--- config.mk ---
export PLATFORM = sky130hd
export DESIGN_NAME = sync_fifo_flat
export DESIGN_NICKNAME = d
export VERILOG_FILES = /design/src/rtl/fifo_pkg.sv /design/src/rtl/sync_fifo_if.sv /design/src/rtl/dp_ram_sync.sv /design/src/rtl/sync_fifo.sv /design/src/flat_wrapper.sv
export SDC_FILE = /design/constraint.sdc
export NUM_CORES = 1
export LEC_CHECK = 0
export BUFFER_PORTS_ARGS = -buffer_cell sky130_fd_sc_hd__buf_2
export CAP_MARGIN = 25
export CORE_MARGIN = 3
export CORE_UTILIZATION = 55
export DETAILED_ROUTE_END_ITERATION = 16
export PLACE_DENSITY = 0.76
export SLEW_MARGIN = 15
export SYNTH_ARGS = -nofsm -noshare
export SYNTH_HDL_FRONTEND = slang
export SYNTH_SLANG_ARGS = --single-unit
export TNS_END_PERCENT = 100
--- constraint.sdc ---
create_clock -name clk -period 3.7 [get_ports clk]
set_input_delay 0 -clock clk [delete_from_list [all_inputs] [get_ports clk]]
set_output_delay 0 -clock clk [all_outputs]
set_load 0.02 [all_outputs]
--- src/rtl/fifo_pkg.sv ---
// fifo_pkg
// Shared definitions for the synchronous FIFO slice:
//   - default data/address widths used by the interface and the FIFO
//   - clog2 helper for callers that size things from an entry count
//   - range checks for the almost-full / almost-empty thresholds
// No ports; imported by the interface and the design modules.
package fifo_pkg;

  localparam int DEF_DATA_W = 8;
  localparam int DEF_ADDR_W = 4;
  localparam int DEF_AF_TH  = 14;
  localparam int DEF_AE_TH  = 2;

  // Ceiling log2, returns 0 for values of 0 or 1.
  function automatic int clog2(input int value);
    int result;
    int rem;
    result = 0;
    rem    = value - 1;
    while (rem > 0) begin
      result = result + 1;
      rem    = rem >> 1;
    end
    return result;
  endfunction

  // almost_full must be reachable and must not be permanently on.
  function automatic bit af_th_ok(input int th, input int depth);
    return (th >= 1) && (th <= depth);
  endfunction

  // almost_empty must not be permanently on once the FIFO is full.
  function automatic bit ae_th_ok(input int th, input int depth);
    return (th >= 0) && (th <= depth - 1);
  endfunction

endpackage

--- src/rtl/sync_fifo_if.sv ---
// sync_fifo_if
// Bundles the producer/consumer handshake and status signals of sync_fifo.
//   master : the user side (drives wr_en/wr_data/rd_en, observes the rest)
//   slave  : the FIFO side (observes requests, drives data/status)
// Signals:
//   wr_en, wr_data          write request and data
//   rd_en                   read request
//   rd_data, rd_valid       registered read data and its one-cycle strobe
//   full, empty             occupancy limits
//   almost_full/empty       programmable threshold flags
//   count                   occupancy 0..DEPTH
//   overflow, underflow     sticky error flags
interface sync_fifo_if
  import fifo_pkg::*;
#(
  parameter int DATA_W = DEF_DATA_W,
  parameter int ADDR_W = DEF_ADDR_W
) ();

  logic              wr_en;
  logic [DATA_W-1:0] wr_data;
  logic              rd_en;
  logic [DATA_W-1:0] rd_data;
  logic              rd_valid;
  logic              full;
  logic              empty;
  logic              almost_full;
  logic              almost_empty;
  logic [ADDR_W:0]   count;
  logic              overflow;
  logic              underflow;

  modport master (
    output wr_en, wr_data, rd_en,
    input  rd_data, rd_valid, full, empty, almost_full, almost_empty,
           count, overflow, underflow
  );

  modport slave (
    input  wr_en, wr_data, rd_en,
    output rd_data, rd_valid, full, empty, almost_full, almost_empty,
           count, overflow, underflow
  );

endinterface

--- src/rtl/dp_ram_sync.sv ---
// dp_ram_sync
// Simple dual-port RAM on a single clock: one write port, one read port
// with a registered output. Contents are never reset; only the output
// register is cleared by rst so the FIFO presents a known rd_data.
// Ports:
//   clk, rst         clock and synchronous active-high reset (rdata only)
//   we, waddr, wdata write port
//   re, raddr        read port request/address
//   rdata            registered read data, holds when re is low
// A read and write to the same address in one cycle returns the old word.
module dp_ram_sync
  import fifo_pkg::*;
#(
  parameter int DATA_W = DEF_DATA_W,
  parameter int ADDR_W = DEF_ADDR_W
) (
  input  logic              clk,
  input  logic              rst,
  input  logic              we,
  input  logic [ADDR_W-1:0] waddr,
  input  logic [DATA_W-1:0] wdata,
  input  logic              re,
  input  logic [ADDR_W-1:0] raddr,
  output logic [DATA_W-1:0] rdata
);

  localparam int DEPTH = 1 << ADDR_W;

  logic [DATA_W-1:0] mem [DEPTH];

  always_ff @(posedge clk) begin
    if (we) begin
      mem[waddr] <= wdata;
    end
  end

  // Output register: old-data semantics fall out of the non-blocking write.
  always_ff @(posedge clk) begin
    if (rst) begin
      rdata <= '0;
    end else if (re) begin
      rdata <= mem[raddr];
    end
  end

endmodule

--- src/rtl/sync_fifo.sv ---
// sync_fifo
// Single-clock FIFO on top of dp_ram_sync. Keeps ADDR_W+1 bit pointers
// whose MSB is a wrap bit, so occupancy is simply wr_ptr - rd_ptr and
// full/empty need no special casing. All status outputs are decoded from
// the registered pointers only.
// Ports:
//   clk  system clock
//   rst  synchronous active-high reset
//   bus  sync_fifo_if.slave (requests in, data/status/sticky errors out)
// Parameters:
//   DATA_W, ADDR_W  data width, address width (DEPTH = 2**ADDR_W)
//   AF_TH           almost_full when count >= AF_TH   (1..DEPTH)
//   AE_TH           almost_empty when count <= AE_TH  (0..DEPTH-1)
module sync_fifo
  import fifo_pkg::*;
#(
  parameter int DATA_W = DEF_DATA_W,
  parameter int ADDR_W = DEF_ADDR_W,
  parameter int AF_TH  = DEF_AF_TH,
  parameter int AE_TH  = DEF_AE_TH
) (
  input logic       clk,
  input logic       rst,
  sync_fifo_if.slave bus
);

  localparam int DEPTH = 1 << ADDR_W;

  localparam logic [ADDR_W:0] DEPTH_V = DEPTH[ADDR_W:0];
  localparam logic [ADDR_W:0] AF_V    = AF_TH[ADDR_W:0];
  localparam logic [ADDR_W:0] AE_V    = AE_TH[ADDR_W:0];
  localparam logic [ADDR_W:0] PTR_ONE = {{ADDR_W{1'b0}}, 1'b1};

  if (!af_th_ok(AF_TH, DEPTH)) begin : g_af_range
    $error("sync_fifo: AF_TH must lie in 1..DEPTH");
  end
  if (!ae_th_ok(AE_TH, DEPTH)) begin : g_ae_range
    $error("sync_fifo: AE_TH must lie in 0..DEPTH-1");
  end

  logic [ADDR_W:0] wr_ptr;
  logic [ADDR_W:0] rd_ptr;
  logic [ADDR_W:0] count;
  logic            full;
  logic            empty;
  logic            wr_ok;
  logic            rd_ok;
  logic            rd_valid;
  logic            overflow;
  logic            underflow;

  // Occupancy wraps naturally modulo 2**(ADDR_W+1).
  assign count = wr_ptr - rd_ptr;
  assign full  = (count == DEPTH_V);
  assign empty = (count == '0);

  // Acceptance is gated by the registered flags, so a simultaneous
  // read while full frees nothing for the write in the same cycle.
  assign wr_ok = bus.wr_en && !full && !rst;
  assign rd_ok = bus.rd_en && !empty && !rst;

  always_ff @(posedge clk) begin
    if (rst) begin
      wr_ptr <= '0;
      rd_ptr <= '0;
    end else begin
      if (wr_ok) wr_ptr <= wr_ptr + PTR_ONE;
      if (rd_ok) rd_ptr <= rd_ptr + PTR_ONE;
    end
  end

  // rd_valid marks the cycle in which the RAM output register was loaded.
  always_ff @(posedge clk) begin
    if (rst) begin
      rd_valid <= 1'b0;
    end else begin
      rd_valid <= rd_ok;
    end
  end

  // Sticky errors: set on the first rejected request, cleared only by rst.
  always_ff @(posedge clk) begin
    if (rst) begin
      overflow  <= 1'b0;
      underflow <= 1'b0;
    end else begin
      if (bus.wr_en && full)  overflow  <= 1'b1;
      if (bus.rd_en && empty) underflow <= 1'b1;
    end
  end

  dp_ram_sync #(
    .DATA_W (DATA_W),
    .ADDR_W (ADDR_W)
  ) u_ram (
    .clk   (clk),
    .rst   (rst),
    .we    (wr_ok),
    .waddr (wr_ptr[ADDR_W-1:0]),
    .wdata (bus.wr_data),
    .re    (rd_ok),
    .raddr (rd_ptr[ADDR_W-1:0]),
    .rdata (bus.rd_data)
  );

  assign bus.rd_valid     = rd_valid;
  assign bus.count        = count;
  assign bus.full         = full;
  assign bus.empty        = empty;
  assign bus.almost_full  = (count >= AF_V);
  assign bus.almost_empty = (count <= AE_V);
  assign bus.overflow     = overflow;
  assign bus.underflow    = underflow;

endmodule
--- src/flat_wrapper.sv ---
// flat-port wrapper written by rule: the top's interface ports become plain ports
module sync_fifo_flat import fifo_pkg::*;
#(
  parameter int DATA_W = DEF_DATA_W,
  parameter int ADDR_W = DEF_ADDR_W,
  parameter int AF_TH  = DEF_AF_TH,
  parameter int AE_TH  = DEF_AE_TH
)
  (clk, rst, bus_wr_en, bus_wr_data, bus_rd_en, bus_rd_data, bus_rd_valid, bus_full, bus_empty, bus_almost_full, bus_almost_empty, bus_count, bus_overflow, bus_underflow);
  sync_fifo_if #(.DATA_W(DATA_W), .ADDR_W(ADDR_W)) bus_i ();
  input logic clk;
  input logic rst;
  input wire logic [$bits(bus_i.wr_en)-1:0] bus_wr_en;
  input wire logic [$bits(bus_i.wr_data)-1:0] bus_wr_data;
  input wire logic [$bits(bus_i.rd_en)-1:0] bus_rd_en;
  output wire logic [$bits(bus_i.rd_data)-1:0] bus_rd_data;
  output wire logic [$bits(bus_i.rd_valid)-1:0] bus_rd_valid;
  output wire logic [$bits(bus_i.full)-1:0] bus_full;
  output wire logic [$bits(bus_i.empty)-1:0] bus_empty;
  output wire logic [$bits(bus_i.almost_full)-1:0] bus_almost_full;
  output wire logic [$bits(bus_i.almost_empty)-1:0] bus_almost_empty;
  output wire logic [$bits(bus_i.count)-1:0] bus_count;
  output wire logic [$bits(bus_i.overflow)-1:0] bus_overflow;
  output wire logic [$bits(bus_i.underflow)-1:0] bus_underflow;
  assign bus_i.wr_en = bus_wr_en;
  assign bus_i.wr_data = bus_wr_data;
  assign bus_i.rd_en = bus_rd_en;
  assign bus_rd_data = bus_i.rd_data;
  assign bus_rd_valid = bus_i.rd_valid;
  assign bus_full = bus_i.full;
  assign bus_empty = bus_i.empty;
  assign bus_almost_full = bus_i.almost_full;
  assign bus_almost_empty = bus_i.almost_empty;
  assign bus_count = bus_i.count;
  assign bus_overflow = bus_i.overflow;
  assign bus_underflow = bus_i.underflow;
  sync_fifo #(.DATA_W(DATA_W), .ADDR_W(ADDR_W), .AF_TH(AF_TH), .AE_TH(AE_TH)) u_core (.clk(clk), .rst(rst), .bus(bus_i));
endmodule
# --- Word-level counts from Yosys, hierarchy flattened ---
# Memories as Yosys holds them, arrays and structs flattened. A register that Yosys moved wholly into a read port is not among the register bits.
# Index checks and enable logic that the tools add are counted.
totals:
  memories: 1
  ramBits: 128
  in_bits: 12
  out_inout_bits: 20
  register_bits: 13
  wordCells: 24
mem_list:
  columns: ["name", "words", "width", "rd", "rd_ports_with_merged_regs", "wr", "line_no", "rtl"]
  rows:
  - ["u_core.u_ram.mem", 16, 8, 1, 1, 1, "dp_ram_sync.sv:29", "logic [DATA_W-1:0] mem [DEPTH];"]
classes:
  n_lt_le_gt_ge: 2
  n_addsub: 3
  n_eq_ne: 1
  n_reduce_logical: 10
  n_mux: 2
ops:
  columns: ["cell", "count"]
  rows:
  - ["$add 5x1->5 const B", 2]
  - ["$logic_and 1x1->1", 6]
  - ["$eq 5x5->1 const B", 1]
  - ["$ge 5x4->1 const B", 1]
  - ["$le 5x2->1 const B", 1]
  - ["$logic_not 5->1", 1]
  - ["$sub 5x5->5", 1]
  - ["$logic_not 1->1", 3]
  - ["$mux 1", 2]

# --- Depth between registers and ports, before layout ---
depth:
  ltp_word: 7
  mapped_depth: 12
  depth_no_buf: 9

# --- Hierarchy ---
# A second synthesis with hierarchy kept.
hier_totals:
  cells_unflattened: 409
  area_unflattened_um2: 6200.9
modules_own_cells:
  columns: ["module", "area_per_inst_um2", "cells_per_inst", "seq_area_each_um2", "instances"]
  rows:
  - ["dp_ram_sync", 5343.9, 316, 4003.8, 1]
  - ["sync_fifo", 857.1, 93, 260.2, 1]

# --- Worst setup path after synthesis ---
# Ideal clock, no wire load.
synth_path:
  path_kind: "flip-flop to flip-flop"
  from: "register u_core.rd_ptr[2]"
  to: "memory u_core.u_ram.mem[1][0] (netlist bit), enable pin"
  path_buffers: 3
  slack_ns: 0.138
  required_ns: 3.305
  setup_ns: 0.395
  period_less_slack_ns: 3.562
  arrival_time_ns: 3.167
  stages_incl_launch_ff: 11
  cell_sequence: "dfxtp_1 -> buf_2 -> buf_2 -> inv_1 -> ha_1 -> xnor2_2 -> a211oi_1 -> nor2_1 -> o21ai_1 -> buf_4 -> nor4_1"
synth_via:
  elab_chain_len: 7
synth_rtl:
  columns: ["element", "line_no", "rtl"]
  rows:
  - ["start, declared", "sync_fifo.sv:42", "logic [ADDR_W:0] rd_ptr;"]
  - ["start signal, assigned", "sync_fifo.sv:68", "if (rd_ok) rd_ptr <= rd_ptr + PTR_ONE;"]
  - ["$sub 5x5->5", "sync_fifo.sv:53", "assign count = wr_ptr - rd_ptr;"]
  - ["net bus_count[2]", "flat_wrapper.sv:22", "output wire logic [$bits(bus_i.count)-1:0] bus_count;"]
  - ["$eq 5x5->1", "sync_fifo.sv:54", "assign full = (count == DEPTH_V);"]
  - ["$logic_not 1->1", "sync_fifo.sv:59", "assign wr_ok = bus.wr_en && !full && !rst;"]
  - ["$logic_and 1x1->1 (2 in series)", "sync_fifo.sv:59", null]
  - ["$mux 1", "dp_ram_sync.sv:32", "if (we) begin"]
  - ["$mux 1 (implied by the code)", "dp_ram_sync.sv:33", "mem[waddr] <= wdata;"]
  - ["end, declared", "dp_ram_sync.sv:29", null]
# The timed path passes the listed nets, and every way through them passes these cells.

# --- Worst setup path in the final report ---
layout_path:
  from: "register u_core.wr_ptr[0]"
  to: "memory u_core.u_ram.mem[9][6] (netlist bit), enable pin"
layout_via:
  elab_chain_len: 7
layout_rtl:
  columns: ["element", "line_no", "rtl"]
  rows:
  - ["start, declared", "sync_fifo.sv:41", "logic [ADDR_W:0] wr_ptr;"]
  - ["start signal, assigned", "sync_fifo.sv:67", "if (wr_ok) wr_ptr <= wr_ptr + PTR_ONE;"]
  - ["$sub 5x5->5", "sync_fifo.sv:53", null]
  - ["$eq 5x5->1", "sync_fifo.sv:54", null]
  - ["$logic_not 1->1", "sync_fifo.sv:59", null]
  - ["$logic_and 1x1->1 (2 in series)", "sync_fifo.sv:59", null]
  - ["$mux 1", "dp_ram_sync.sv:32", null]
  - ["$mux 1 (implied by the code)", "dp_ram_sync.sv:33", null]
# Parallel ways exist; a longest one is shown, timed or not.

==> run summary <==
Lkg Pwr: 2.46 nW
vias: 3606
IO buf count: 31
total CTS buffers: 17
clock root buffer: clkbuf_16
Hold Fails Final Rpt: 0
Max transition margin: 0.427
RR Startpoint: u_core.wr_ptr[0]
Syn Nets: 398
Worst R2R Path Depth: 10
Synth Area in Simple Gates: 0.0755
Reg-to-Reg End: u_core.u_ram.mem[9][6]
CP Cell Sequence: inv_1, ha_1, fa_1, xnor2_2, a211oi_1, nor2_1, o21ai_1, buf_4, nor4_1, buf_4
first-pass GRT wire length: 20500 um
Post-Synth XOR/XNOR Area: 0.00801
top cells by area, synth: edfxtp_1, mux4_2, dfxtp_1
DP Wirelength: 8410 um
Die Y-Extent: 113 um
average wire per standard cell: 22.5 um
area grow syn2layout: 16.8%
Worst Setup End Kind: flop
commonest non-fill, non-tap cell in the layout: edfxtp_1
number of H-tree levels: 4
hold endpoint: u_core.u_ram.mem[7][7]
hold depth: 1
largest net degree at the start of global routing: 45
setup TNS: 0 ns
post-detailed-routing wire length: 13200 um
Cell Rows: 38
Reg clk slew, reported paths: 0.06 ns
final clock skew: 0.00911 ns
GP Congestion: 0.820
Fillers: 727
Pre-antenna DRT Iters: 5
clk_lat worst skew: 0.43 ns
initial antenna violation count: 0
largest family of logic cells by synthesized area: multiplexers
initial DRC count: 356
maximum buffer depth of the clock tree: 2
PwrDens: 692 nW/um^2
Worst VDD drop: 697 uV
RSZ-0062 raised after global routing: no
Hold Slack: 0.0193 ns
clock sinks: 149
CP Launch Type: flop
most frequent CP cell: buf_4
Synth Area per Inst: 16.6 sq um
initial core utilization: 0.569
top cell type's share of synthesized area: 0.615
measured slew at the worst slew-check pin: 0.856 ns
fmax: 288 MHz
diodes inserted: 0
area leader, netlist: edfxtp_1
Yosys reg bits: 149
reg2reg setup slack: 0.23 ns
Die X: 113 um
post-synthesis sequential area ratio: 0.683
Via density: 6.15
status: complete, no violations
CORE AREA: 11000 sq um
most used cells in the layout excluding fill and tap cells: edfxtp_1, mux4_2, buf_2
Post-Synthesis Cells: 376
Ports: 32
CP max-delay cell: nor2_1
Synth Area in Compound Gates: 0.0511
area of placed instances: 6660 sq um
Antenna Violating Nets Remaining: 0
slowest stage delay, CP: 0.68 ns
Period minus WS final: 3.47 ns
CTS tree: done
Die Area: 12700 sq um
layout cell share with drive strength beyond 1: 0.298
Max-Cap Viols: 0
DRC violations left: 0
mux cell area share after synthesis: 0.134
Setup Viol. Count Final: 0
nets: 455
Hold Path Class: primary input to flop
All-Layer GR Usage: 0.220
Buf/Inv on CP: 3
Multi-input gate area: 1840 sq um
CP Class: flop to flop
Pwr Total: 5.05 mW
Slew Limit Fails: 0
Mapped Area: 6250 sq um
crit-path max FO: 16
period utilization: 0.938
CP top delay family: simple AND/OR/NAND/NOR gates
fin area: 7290 sq um
grt total ovfl: 0
Post-Synth Adder-Cell Area: 0.0212
vias in the first global route: 3587
Yosys warnings: 0
WP data arrival: 3.60 ns
Crit path required time: 3.83 ns
Yosys cell types: 43
FF/Latch Area: 4270 sq um
hold_sp: bus_wr_data[7]
Setup Fix Bufs, Post-CTS: 0
## Yosys cell counts
master and n:
o21ai_1 1, nand3b_1 2, nor4_1 8, xor2_2 1
nand3_1 1, a21oi_2 1, o211ai_1 6, xnor2_2 1
mux2i_1 5, o21ai_0 1, inv_2 1, nor2_1 29
buf_2 7, a21boi_2 1, o22ai_1 13, mux2_2 8
a2111oi_0 2, a21o_1 1, buf_4 5, a21boi_1 1
nor4b_1 5, nor2b_1 7, a211oi_1 3, a21oi_1 5
a41oi_1 1, dfxtp_1 21, nand4_1 2, clkbuf_1 11
nand2b_1 13, ha_1 9, edfxtp_1 128, or4_1 8
a31oi_1 2, a31o_2 1, mux4_2 31, fa_1 1
or2_2 1, nand2_1 5, inv_1 14, or2_1 1
xor2_1 2, nor3_1 4, o311ai_0 6
## routing by layer
layer | vias up | GRT usage | wire length [um]
met5 | - | 0 | 0
met4 | 0 | 0.0986 | 337
met3 | 28 | 0.0598 | 921
met2 | 148 | 0.315 | 6120
met1 | 1817 | 0.321 | 5820
li1 | 1613 | - | -
## kinds of logic after synthesis
family,Yosys count
buf+inv,38
fa+ha+maj,10
compound gates,45
mux,44
simple gates,86
flops,149
xor+xnor,4
## power breakdown
group | switching (mW) | internal (mW) | total (mW) | leakage (nW)
Sequential | 0.0529 | 1.93 | 1.98 | 1.33
Combinational | 0.912 | 0.539 | 1.45 | 0.873
Clock | 0.688 | 0.931 | 1.62 | 0.262
## metrics by stage
stage | worst slack [ns] | instances | util
2_1_floorplan | 0.138 | 376 | -
3_3_place_gp | 0.564 | 546 | 0.606
3_5_place_dp | 0.401 | 546 | 0.606
4_1_cts | 0.304 | 586 | 0.664
5_1_grt | 0.0377 | 586 | 0.664
6_report | 0.231 | 586 | 0.664
## worst max-delay path by stage
stage | from | endpoint | slack, ns | depth (start not counted)
CTS | u_core.wr_ptr[0] | u_core.u_ram.mem[9][6] | 0.30 | 10
global route | u_core.wr_ptr[0] | u_core.u_ram.mem[9][6] | 0.04 | 10
finish | u_core.wr_ptr[0] | u_core.u_ram.mem[9][6] | 0.23 | 10
global placement | u_core.wr_ptr[0] | u_core.u_ram.mem[6][2] | 0.56 | 10
detailed placement | u_core.wr_ptr[0] | u_core.u_ram.mem[9][4] | 0.40 | 10
floorplan | u_core.rd_ptr[2] | u_core.u_ram.mem[1][0] | 0.14 | 10
## final cells by class
class,count,share of cell area
multi-input combinational,189,0.253
sequential,149,0.585
clock inverter,13,0.0165
clock buffer,19,0.0594
tap,140,0.0240
timing repair buffer,61,0.0549
inverter,15,0.00772
## repair_timing
item | in CTS | in global routing
endpoints found under the hold margin | 94 | 0
resized for setup | 0 | 0
hold buffers | 8 | 0
## worst register-to-register path, stage by stage, from the launching register on
cell and delay, ns:
dfxtp_1 0.41, inv_1 0.12, ha_1 0.25, fa_1 0.42
xnor2_2 0.25, a211oi_1 0.10, nor2_1 0.68, o21ai_1 0.13
buf_4 0.24, nor4_1 0.35, buf_4 0.24
## state kept, by name, indices dropped and copies added (netlist names)
register,flops
u_core.bus.overflow,1
u_core.bus.rd_valid,1
u_core.bus.underflow,1
u_core.rd_ptr,5
u_core.u_ram.mem,128
u_core.u_ram.rdata,8
u_core.wr_ptr,5
(Power assumes the default switching activity.)
